### config.mk
export PLATFORM = sky130hd
export DESIGN_NAME = uart_tx_bridge_flat
export DESIGN_NICKNAME = d
export VERILOG_FILES = /design/src/rtl/uart_tx_bridge_if.sv /design/src/rtl/uart_tx_bridge.sv /design/src/flat_wrapper.sv
export SDC_FILE = /design/constraint.sdc
export NUM_CORES = 1
export LEC_CHECK = 0
export CAP_MARGIN = 20
export CORE_MARGIN = 3
export CORE_UTILIZATION = 44
export DETAILED_ROUTE_END_ITERATION = 8
export DONT_BUFFER_PORTS = 1
export GPL_TIMING_DRIVEN = 0
export MAX_ROUTING_LAYER = met4
export PLACE_DENSITY = 0.68
export SYNTH_ARGS = -nofsm -noshare
export SYNTH_HDL_FRONTEND = slang
export SYNTH_SLANG_ARGS = --single-unit
### constraint.sdc
create_clock -name clk_in -period 2.5 [get_ports clk_in]
set_clock_uncertainty 0.05 [all_clocks]
set_input_delay 0.625 -clock clk_in [delete_from_list [all_inputs] [get_ports clk_in]]
set_output_delay 0.625 -clock clk_in [all_outputs]
set_load 0.1 [all_outputs]
### src/rtl/uart_tx_bridge_if.sv
// Ctrl-to-bridge and bridge-to-UART-tx signal bundle.
// master is the bridge side; slave is the ctrl/tx-module side.
interface uart_tx_bridge_if #(
    parameter int unsigned HEADER_SIZE  = 32,
    parameter int unsigned MESSAGE_SIZE = 512
);
    logic [HEADER_SIZE-1:0]  header_in;
    logic [MESSAGE_SIZE-1:0] message_in;
    logic                    ctrl_valid_in;
    logic                    bdge_ready_out;
    logic [7:0]              ll_byte_out;
    logic                    ll_valid_out;
    logic                    ll_ready_in;
    logic                    bdge_done_out;

    modport master (
        input  header_in,
        input  message_in,
        input  ctrl_valid_in,
        input  ll_ready_in,
        output bdge_ready_out,
        output ll_byte_out,
        output ll_valid_out,
        output bdge_done_out
    );

    modport slave (
        output header_in,
        output message_in,
        output ctrl_valid_in,
        output ll_ready_in,
        input  bdge_ready_out,
        input  ll_byte_out,
        input  ll_valid_out,
        input  bdge_done_out
    );
endinterface

### src/rtl/uart_tx_bridge.sv
// Serialises a captured header+message pair into a byte stream for a UART tx,
// header first, each word sent least-significant byte first.
module uart_tx_bridge #(
    parameter int unsigned MESSAGE_SIZE = 512,
    parameter int unsigned HEADER_SIZE  = 32
) (
    input  logic              clk_in,
    input  logic              rst_n_in,
    uart_tx_bridge_if.master  bus
);
    localparam int unsigned HDR_BYTES = HEADER_SIZE / 8;
    localparam int unsigned MSG_BYTES = MESSAGE_SIZE / 8;
    localparam int unsigned HIDX_W    = (HDR_BYTES > 1) ? $clog2(HDR_BYTES) : 1;
    localparam int unsigned MIDX_W    = (MSG_BYTES > 1) ? $clog2(MSG_BYTES) : 1;
    localparam logic [HIDX_W-1:0] HDR_LAST = HIDX_W'(HDR_BYTES - 1);
    localparam logic [MIDX_W-1:0] MSG_LAST = MIDX_W'(MSG_BYTES - 1);

    typedef enum logic [1:0] {
        IDLE         = 2'd0,
        SEND_HEADER  = 2'd1,
        SEND_MESSAGE = 2'd2
    } state_e;

    state_e                     state_q,   state_d;
    logic [HDR_BYTES-1:0][7:0]  header_q,  header_d;
    logic [MSG_BYTES-1:0][7:0]  message_q, message_d;
    logic [HIDX_W-1:0]          hdr_idx_q, hdr_idx_d;
    logic [MIDX_W-1:0]          msg_idx_q, msg_idx_d;
    logic [7:0]                 byte_q,    byte_d;
    logic                       valid_q,   valid_d;
    logic                       ready_q,   ready_d;
    logic                       done_q,    done_d;

    logic              accept_c;
    logic              xfer_c;
    logic [HIDX_W-1:0] hdr_nxt_c;
    logic [MIDX_W-1:0] msg_nxt_c;

    assign accept_c  = bus.ctrl_valid_in && ready_q;
    assign xfer_c    = valid_q && bus.ll_ready_in;
    assign hdr_nxt_c = hdr_idx_q + HIDX_W'(1);
    assign msg_nxt_c = msg_idx_q + MIDX_W'(1);

    assign bus.bdge_ready_out = ready_q;
    assign bus.ll_byte_out    = byte_q;
    assign bus.ll_valid_out   = valid_q;
    assign bus.bdge_done_out  = done_q;

    // State and datapath registers
    always_ff @(posedge clk_in or negedge rst_n_in) begin
        if (!rst_n_in) begin
            state_q   <= IDLE;
            header_q  <= '0;
            message_q <= '0;
            hdr_idx_q <= '0;
            msg_idx_q <= '0;
            byte_q    <= '0;
            valid_q   <= 1'b0;
            ready_q   <= 1'b0;
            done_q    <= 1'b0;
        end else begin
            state_q   <= state_d;
            header_q  <= header_d;
            message_q <= message_d;
            hdr_idx_q <= hdr_idx_d;
            msg_idx_q <= msg_idx_d;
            byte_q    <= byte_d;
            valid_q   <= valid_d;
            ready_q   <= ready_d;
            done_q    <= done_d;
        end
    end

    // Next-state logic
    always_comb begin
        state_d = state_q;
        unique case (state_q)
            IDLE:         if (accept_c)                state_d = SEND_HEADER;
            SEND_HEADER:  if (xfer_c && hdr_idx_q == HDR_LAST) state_d = SEND_MESSAGE;
            SEND_MESSAGE: if (xfer_c && msg_idx_q == MSG_LAST) state_d = IDLE;
            default:                                   state_d = IDLE;
        endcase
    end

    // Output and datapath next values; the next byte is loaded on the same edge
    // that retires the current one so the stream has no bubbles.
    always_comb begin
        header_d  = header_q;
        message_d = message_q;
        hdr_idx_d = hdr_idx_q;
        msg_idx_d = msg_idx_q;
        byte_d    = byte_q;
        valid_d   = valid_q;
        done_d    = 1'b0;
        ready_d   = (state_d == IDLE);
        unique case (state_q)
            IDLE: begin
                if (accept_c) begin
                    header_d  = bus.header_in;
                    message_d = bus.message_in;
                    hdr_idx_d = '0;
                    msg_idx_d = '0;
                    byte_d    = bus.header_in[7:0];
                    valid_d   = 1'b1;
                end
            end
            SEND_HEADER: begin
                if (xfer_c) begin
                    if (hdr_idx_q == HDR_LAST) begin
                        hdr_idx_d = '0;
                        byte_d    = message_q[0];
                    end else begin
                        hdr_idx_d = hdr_nxt_c;
                        byte_d    = header_q[hdr_nxt_c];
                    end
                end
            end
            SEND_MESSAGE: begin
                if (xfer_c) begin
                    if (msg_idx_q == MSG_LAST) begin
                        msg_idx_d = '0;
                        valid_d   = 1'b0;
                        done_d    = 1'b1;
                    end else begin
                        msg_idx_d = msg_nxt_c;
                        byte_d    = message_q[msg_nxt_c];
                    end
                end
            end
            default: begin
                valid_d = 1'b0;
            end
        endcase
    end
endmodule

### src/flat_wrapper.sv
// flat-port wrapper written by rule: the top's interface ports become plain ports
module uart_tx_bridge_flat 
#(
    parameter int unsigned MESSAGE_SIZE = 512,
    parameter int unsigned HEADER_SIZE  = 32
)
  (clk_in, rst_n_in, bus_header_in, bus_message_in, bus_ctrl_valid_in, bus_ll_ready_in, bus_bdge_ready_out, bus_ll_byte_out, bus_ll_valid_out, bus_bdge_done_out);
  uart_tx_bridge_if #(.HEADER_SIZE(HEADER_SIZE), .MESSAGE_SIZE(MESSAGE_SIZE)) bus_i ();
  input  logic clk_in;
  input  logic rst_n_in;
  input wire logic [$bits(bus_i.header_in)-1:0] bus_header_in;
  input wire logic [$bits(bus_i.message_in)-1:0] bus_message_in;
  input wire logic [$bits(bus_i.ctrl_valid_in)-1:0] bus_ctrl_valid_in;
  input wire logic [$bits(bus_i.ll_ready_in)-1:0] bus_ll_ready_in;
  output wire logic [$bits(bus_i.bdge_ready_out)-1:0] bus_bdge_ready_out;
  output wire logic [$bits(bus_i.ll_byte_out)-1:0] bus_ll_byte_out;
  output wire logic [$bits(bus_i.ll_valid_out)-1:0] bus_ll_valid_out;
  output wire logic [$bits(bus_i.bdge_done_out)-1:0] bus_bdge_done_out;
  assign bus_i.header_in = bus_header_in;
  assign bus_i.message_in = bus_message_in;
  assign bus_i.ctrl_valid_in = bus_ctrl_valid_in;
  assign bus_i.ll_ready_in = bus_ll_ready_in;
  assign bus_bdge_ready_out = bus_i.bdge_ready_out;
  assign bus_ll_byte_out = bus_i.ll_byte_out;
  assign bus_ll_valid_out = bus_i.ll_valid_out;
  assign bus_bdge_done_out = bus_i.bdge_done_out;
  uart_tx_bridge #(.MESSAGE_SIZE(MESSAGE_SIZE), .HEADER_SIZE(HEADER_SIZE)) u_core (.clk_in(clk_in), .rst_n_in(rst_n_in), .bus(bus_i));
endmodule
==> flow_summary_export.csv, run 1 <==
group,metric,value,unit
floorplan,dieArea,62000,sq um
cts,numCtsBuffers,59,
floorplan,initial_utilization,0.448,
min_path,holdCritPathClass,"in2async",
cts,worstSkewPairLatency,0.62,ns
cells_and_area,nets,2308,
global_route,antenna_found_initial,44,
cells_and_area,final_common_cell,"dfrtp_1",
cts,clk_pin_slew,0.06,ns
cells_and_area,drive_gt1_frac,0.543,
setup_path,reg2reg_from,"u_core.msg_idx_q[0]",
global_route,track_usage,0.292,
synth,postSynthCellCount,1682,
setup_path,crit_end,"u_core.bus.ll_byte_out[6]",
global_route,grt_first_pass_wirelength,126000,um
sta,setup_slack,0.0318,ns
synth,yosysTopAreaCellShare,0.544,
synth,syn_area,26000,sq um
floorplan,die_y,249,um
global_route,grt_pass1_vias,17300,
sta,rsz0062_at_grt,"yes",
place,gp_congestion,0.902,
setup_path,max_stage_delay,0.42,ns
cts,clockRootBuffer,"clkbuf_16",
floorplan,io_pins,559,
setup_path,crit_arrival,2.91,ns
drt,totalWireLength,89400,um
synth,synth_nets,2237,
drt,vias,15800,
setup_path,critPathTopFamily,"compound AO/OA/AOI/OAI gates",
setup_path,critPathLaunchType,"flip-flop",
sta,setup_viol,0,
setup_path,cp_num_buf_inv,2,
setup_path,cp_cell_sequence,"ha_4 > buf_12 > xor2_4 > buf_4 > mux4_2 > nor2b_1 > a211o_1 > a41oi_2 > a21oi_1",
drt,drc_errors,0,
global_route,use_met2,0.470,
global_route,top_usage_layer,"met2",
setup_path,crit_fanout,10,
synth,synth_ff_type,"dfrtp_1",
drt,dr.pass1.iters,5,
synth,ys_seq_area_frac,0.544,
place,pre_cts_ws,-1.11,ns
synth,synth-async-reset-ratio,1.00,
setup_path,crit_slowest_cell,"dfrtp_1",
place,placed_area,27000,sq um
job,drv_cap,0,
setup_path,r2r-end,"u_core.bus.ll_byte_out[6]",
setup_path,cp.depth,9,
sta,max_slew_margin,-0.550,
synth,yosysTopAreaCell,"dfrtp_1",
sta,worst_pin_slew,2.32,ns
pwr,leakage,0.0119,uW
cells_and_area,final_cell_mix,"dfrtp_1 (562), mux2_2 (547), mux4_2 (135), nand2_1 (88), clkbuf_16 (59)",
sta,finalCritPeriodShare,0.987,
synth,synth_edf_count,0,
drt,wl_per_cell,34.3,um
setup_path,critical_path_required,2.94,ns
sta,fmax,405,MHz
sta,final_max_slew_viol_count,295,
place,dp_hpwl,67900,um
cts,clock_sinks,565,
drt,drtIter0Drc,1114,
sta,finalHoldViolCount,273,
cells_and_area,fin_area,30000,sq um
drt,viasPerCell,6.06,
drt,drt.antenna.violating_nets,0,
cts,cts_tree,"done",
floorplan,die_x,249,um
setup_path,ff2ff_path_depth,9,
cells_and_area,area_growth,15.6,%
status,status,"finished with violations",
setup_path,startpoint,"u_core.msg_idx_q[0]",
synth,synth_warnings,0,
pwr,powerDensity,1270,nW/um^2
global_route,grt_overflow,0,
sta,period_minus_slack,2.47,ns
synth,ys_types,50,
setup_path,cp-end-kind,"flip-flop",
synth,ys_seq_elements,565,
status,violations,"hold timing, slew limit",
floorplan,core.rowCount,88,
place,port_buffers,0,
global_route,grt_use_met1,0.362,
synth,synth.area.top_cells,"dfrtp_1 (54%), mux2_2 (24%), mux4_2 (12%)",
cts,cts_max_path_buffers,3,
cts,cts_max_level,2,
global_route,grt_max_degree,566,
sta,whs,-0.341,ns
pwr,vdd.ir_drop.worst,0.723,mV
setup_path,rrSetupSlack,0.03,ns
synth,synth.avg_cell_area,15.4,sq um
global_route,gr-usage-met3,0.0775,
floorplan,core,58000,sq um
setup_path,worstSetupPathType,"reg2reg",
==> timing repair <==
action	in CTS	in global routing
buffers inserted	4	8
pin swaps	8	7
endpoints found under the setup margin	556	248
endpoints found under the hold margin	565	565
resized for setup	143	80
==> layout make-up <==
class,instances,area (sq um)
Sequential cell,565,14100
Tap cell,765,957
Antenna cell,44,110
Multi-Input combinational cell,991,11700
Timing Repair Buffer,13,121
Fill cell,4793,28000
Buffer,117,947
Clock buffer,82,1730
Inverter,6,22.5
Clock inverter,21,238
==> metrics by stage <==
step	total power (uW)	hold slack [ns]	instances	TNS (ns)	util
finish	38200	-0.341	2604	0	0.517
global route	39900	-0.359	2601	-0.0533	0.517
CTS	38100	-0.345	2553	-0.528	0.509
detailed placement	28800	0.313	2448	-268.79	0.465
global placement	28100	0.310	2447	-254.11	0.464
floorplan	25000	0.279	1682	0	-
==> kinds of logic after synthesis <==
logic type               synth area share
AND/OR/NAND/NOR                    0.0287
AO/OA/AOI/OAI                      0.0295
multiplexers                        0.366
buffers and inverters              0.0242
flip-flops                          0.544
XOR/XNOR                          0.00438
adder cells (fa/ha/maj)           0.00337
==> cell usage after synthesis, types with 9 or more instances <==
library cell,instances
mux4_2,135
o21ai_0,9
clkbuf_1,21
dfrtp_1,565
a22o_1,9
buf_1,10
nor2_1,21
nand2_1,88
mux2i_1,30
a21oi_1,9
mux2_2,547
and2_1,9
nand3_1,26
a31oi_1,9
buf_4,15
buf_2,73
==> power by group <==
part | switching, uW | internal, uW | leakage [uW]
sequential | 3320 | 13800 | 0.00667
combinational | 4970 | 7110 | 0.00421
clock | 3710 | 5220 | 0.000983
==> worst reg2reg max path: stages (launching register included) <==
cell	delay (ns)
dfrtp_1	0.42
ha_4	0.19
buf_12	0.16
xor2_4	0.27
buf_4	0.16
mux4_2	0.27
nor2b_1	0.14
a211o_1	0.33
a41oi_2	0.26
a21oi_1	0.10
==> worst min-delay path by stage <==
stage             start  cells past startpoint                        to
6_report       rst_n_in                      0     u_core.message_q[489]
5_1_grt        rst_n_in                      0     u_core.message_q[489]
4_1_cts        rst_n_in                      0     u_core.message_q[489]
3_5_place_dp   rst_n_in                      0     u_core.message_q[489]
3_3_place_gp   rst_n_in                      0     u_core.message_q[489]
2_1_floorplan  rst_n_in                      0  u_core.bus.bdge_done_out
==> metal layers <==
layer | share of wire | vias to the layer above
met5 | 0 | -
met1 | 0.40 | 8569
met3 | 0.073 | 144
met4 | 0.032 | 0
met2 | 0.49 | 569
li1 | - | 6504
==> state kept, by name, indices dropped and copies added (netlist names) <==
register and count:
u_core.hdr_idx_q 2, u_core.bus.ll_valid_out 1, u_core.bus.bdge_done_out 1, u_core.msg_idx_q 6, u_core.state_q 2, u_core.message_q 512, u_core.header_q 32, u_core.bus.ll_byte_out 8
u_core.bus.bdge_ready_out 1
Power figures use the tool's default switching activity.
==> run 2: changes to the inputs <==
--- a/config.mk
+++ b/config.mk
@@ -5,6 +5,7 @@
 export SDC_FILE = /design/constraint.sdc
 export NUM_CORES = 1
 export LEC_CHECK = 0
+export ABC_CLOCK_PERIOD_IN_PS = 2500
 export CAP_MARGIN = 20
 export CORE_MARGIN = 3
 export CORE_UTILIZATION = 44
==> results of run 2 <==
No change in the layout: final DEF, timing and power equal those of run 1.
==> run 3: changes to the inputs <==
--- a/config.mk
+++ b/config.mk
@@ -9,11 +9,11 @@
 export CAP_MARGIN = 20
 export CORE_MARGIN = 3
 export CORE_UTILIZATION = 44
+export CTS_CLUSTER_DIAMETER = 200
 export DETAILED_ROUTE_END_ITERATION = 8
-export DONT_BUFFER_PORTS = 1
 export GPL_TIMING_DRIVEN = 0
 export MAX_ROUTING_LAYER = met4
-export PLACE_DENSITY = 0.68
+export PLACE_DENSITY = 0.8
 export SYNTH_ARGS = -nofsm -noshare
 export SYNTH_HDL_FRONTEND = slang
 export SYNTH_SLANG_ARGS = --single-unit
==> flow_summary_export.csv, run 3 (synthesized netlist as in run 1, its figures left out) <==
group,metric,value,unit
status,status,"complete, no violations",
sta,finalCritPeriodShare,0.988,
global_route,grt_max_degree,128,
setup_path,worstSetupPathType,"reg2reg",
floorplan,io_pins,559,
floorplan,core,58000,sq um
setup_path,crit_arrival,2.92,ns
setup_path,crit_slowest_cell,"dfrtp_1",
sta,rsz0062_at_grt,"yes",
pwr,netSwitchingPower,12500,uW
cts,numCtsBuffers,60,
sta,finalHoldViolCount,0,
drt,wl_per_cell,29.3,um
sta,fmax,405,MHz
pwr,swShare,0.315,
cells_and_area,final_cells,3167,
min_path,holdCritPathClass,"in2async",
place,post-place-cells,3010,
cells_and_area,nets,2871,
pwr,leakage,0.0141,uW
cells_and_area,final_cell_mix,"dfrtp_1 (563), mux2_2 (547), clkdlybuf4s50_1 (546), mux4_2 (135), nand2_1 (88)",
drt,dr.pass1.iters,7,
place,dp_hpwl,71300,um
floorplan,initial_utilization,0.448,
drt,totalWireLength,92800,um
sta,setup_viol,0,
place,placed_area,32700,sq um
global_route,track_usage,0.306,
drt,drt.antenna.violating_nets,0,
floorplan,dieArea,62000,sq um
cts,cts_max_path_buffers,3,
sta,fin_setup_tns,0,ns
pwr,p_int,27100,uW
job,drv_cap,0,
setup_path,critPathLaunchType,"flip-flop",
pwr,combPwrFrac,0.352,
global_route,grt_pass1_vias,19900,
drt,drtIter0Drc,1278,
cts,postCtsHoldBufs,0,
sta,final_max_slew_viol_count,0,
cts,cts_tree,"done",
setup_path,crit_fanout,9,
cells_and_area,final_common_cell,"dfrtp_1",
drt,viasPerCell,5.68,
cts,clockRootBuffer,"clkbuf_16",
setup_path,critical_path_required,2.95,ns
setup_path,cp-end-kind,"flip-flop",
cts,cts_max_level,2,
sta,worst_pin_slew,0.831,ns
global_route,antenna_found_initial,38,
setup_path,max_stage_delay,0.43,ns
sta,period_minus_slack,2.47,ns
setup_path,ff2ff_path_depth,9,
pwr,clock_power_share,0.231,
cts,clk_pin_slew,0.06,ns
cells_and_area,fin_area,35700,sq um
cells_and_area,drive_gt1_frac,0.414,
sta,max_slew_margin,0.446,
pwr,powerDensity,1110,nW/um^2
cells_and_area,top_register,"u_core.message_q",
setup_path,cp_cell_sequence,"ha_4 > and2_1 > a22o_1 > clkbuf_4 > and2_0 > buf_2 > nand3_2 > o211ai_1 > o41ai_2",
global_route,grt_first_pass_wirelength,135000,um
floorplan,die_x,249,um
pwr,vdd.ir_drop.worst,0.696,mV
cts,worstSkewPairLatency,0.62,ns
cells_and_area,seqCellArea,14100,sq um
floorplan,core.rowCount,88,
cts,clock_sinks,565,
place,port_buffers,558,
cells_and_area,area_growth,37.3,%
setup_path,reg2reg_from,"u_core.msg_idx_q[0]",
cells_and_area,multi_input_area,11700,sq um
global_route,grt_overflow,0,
place,gp_congestion,0.916,
cells_and_area,largest_register_ffs,512,
setup_path,startpoint,"u_core.msg_idx_q[0]",
drt,vias,18000,
floorplan,die_y,249,um
pwr,pwr-share-seq,0.417,
cells_and_area,nFillCells,4309,
drt,drc_errors,0,
run 3: cell count changes in the layout (fill, tap and decap cells not counted), moves of 4 or more:
cell	before	now
a211oi_2	6	2
buf_4	33	28
a211oi_1	2	6
buf_16	0	4
diode_2	44	39
clkbuf_8	19	12
clkbuf_1	10	17
clkdlybuf4s50_1	0	546
clkdlybuf4s15_2	0	11
clkbuf_2	7	11
run 3: worst max-delay path: cells and delay by family (launching register included):
| family | cells | cell delay [ns] |
|---|---|---|
| compound gates | 3 | 0.67 |
| fa+ha+maj | 1 | 0.20 |
| buf+inv | 2 | 0.43 |
| flops | 1 | 0.43 |
| simple gates | 3 | 0.57 |
run 3: path summary, 6_finish.rpt:
| kind | to | slack (ns) |
|---|---|---|
| worst max-delay path | u_core.bus.ll_byte_out[4] | 0.03 |
| worst min-delay path | u_core.message_q[490] | 0.04 |
| worst max register to register | u_core.bus.ll_byte_out[4] | 0.03 |
| worst min register to register | u_core.message_q[147] | 0.45 |
| max in group asynchronous | u_core.message_q[47] | 0.63 |
| min in group clk_in | u_core.message_q[147] | 0.45 |
run 3: routing by layer:
metal / track usage / wire length [um] / part of all wire
met1: 0.384 / 38000 / 0.41
met2: 0.496 / 45800 / 0.49
met3: 0.0659 / 5970 / 0.064
met4: 0.104 / 3050 / 0.033
met5: - / 0 / 0
run 3: stage by stage:
stage | hold WS, ns | power (uW) | util | setup WS [ns]
2_1_floorplan | 0.279 | 25000 | - | 0.0583
3_3_place_gp | 0.433 | 29400 | 0.561 | -25.56
3_5_place_dp | 0.440 | 30000 | 0.563 | -1.53
4_1_cts | 0.0469 | 39600 | 0.610 | 0.000616
5_1_grt | 0.0929 | 41400 | 0.615 | -0.0232
6_report | 0.0392 | 39600 | 0.615 | 0.0289
run 3: area by class of cell:
| class | instances | share of cell area |
|---|---|---|
| timing repair buffer | 575 | 0.163 |
| tap | 765 | 0.0268 |
| buffer | 117 | 0.0253 |
| antenna | 39 | 0.00274 |
| clock inverter | 26 | 0.00929 |
| inverter | 6 | 0.000631 |
| clock buffer | 83 | 0.0476 |
| sequential | 565 | 0.396 |
| multi-input combinational | 991 | 0.328 |
run 3: power by group through the flow:
stage	combinational [uW]	sequential (uW)	clock, uW
floorplan	9040	15900	0
global placement	13100	16300	0
detailed placement	13500	16500	0
CTS	13900	16400	9290
global route	14800	17000	9670
finish	13900	16500	9160
run 3: timing repair:
action,CTS,global route
hold endpoints to repair,0,0
gates resized for setup,178,45
setup endpoints to repair,565,340
pin swaps,13,5
buffers inserted,10,2
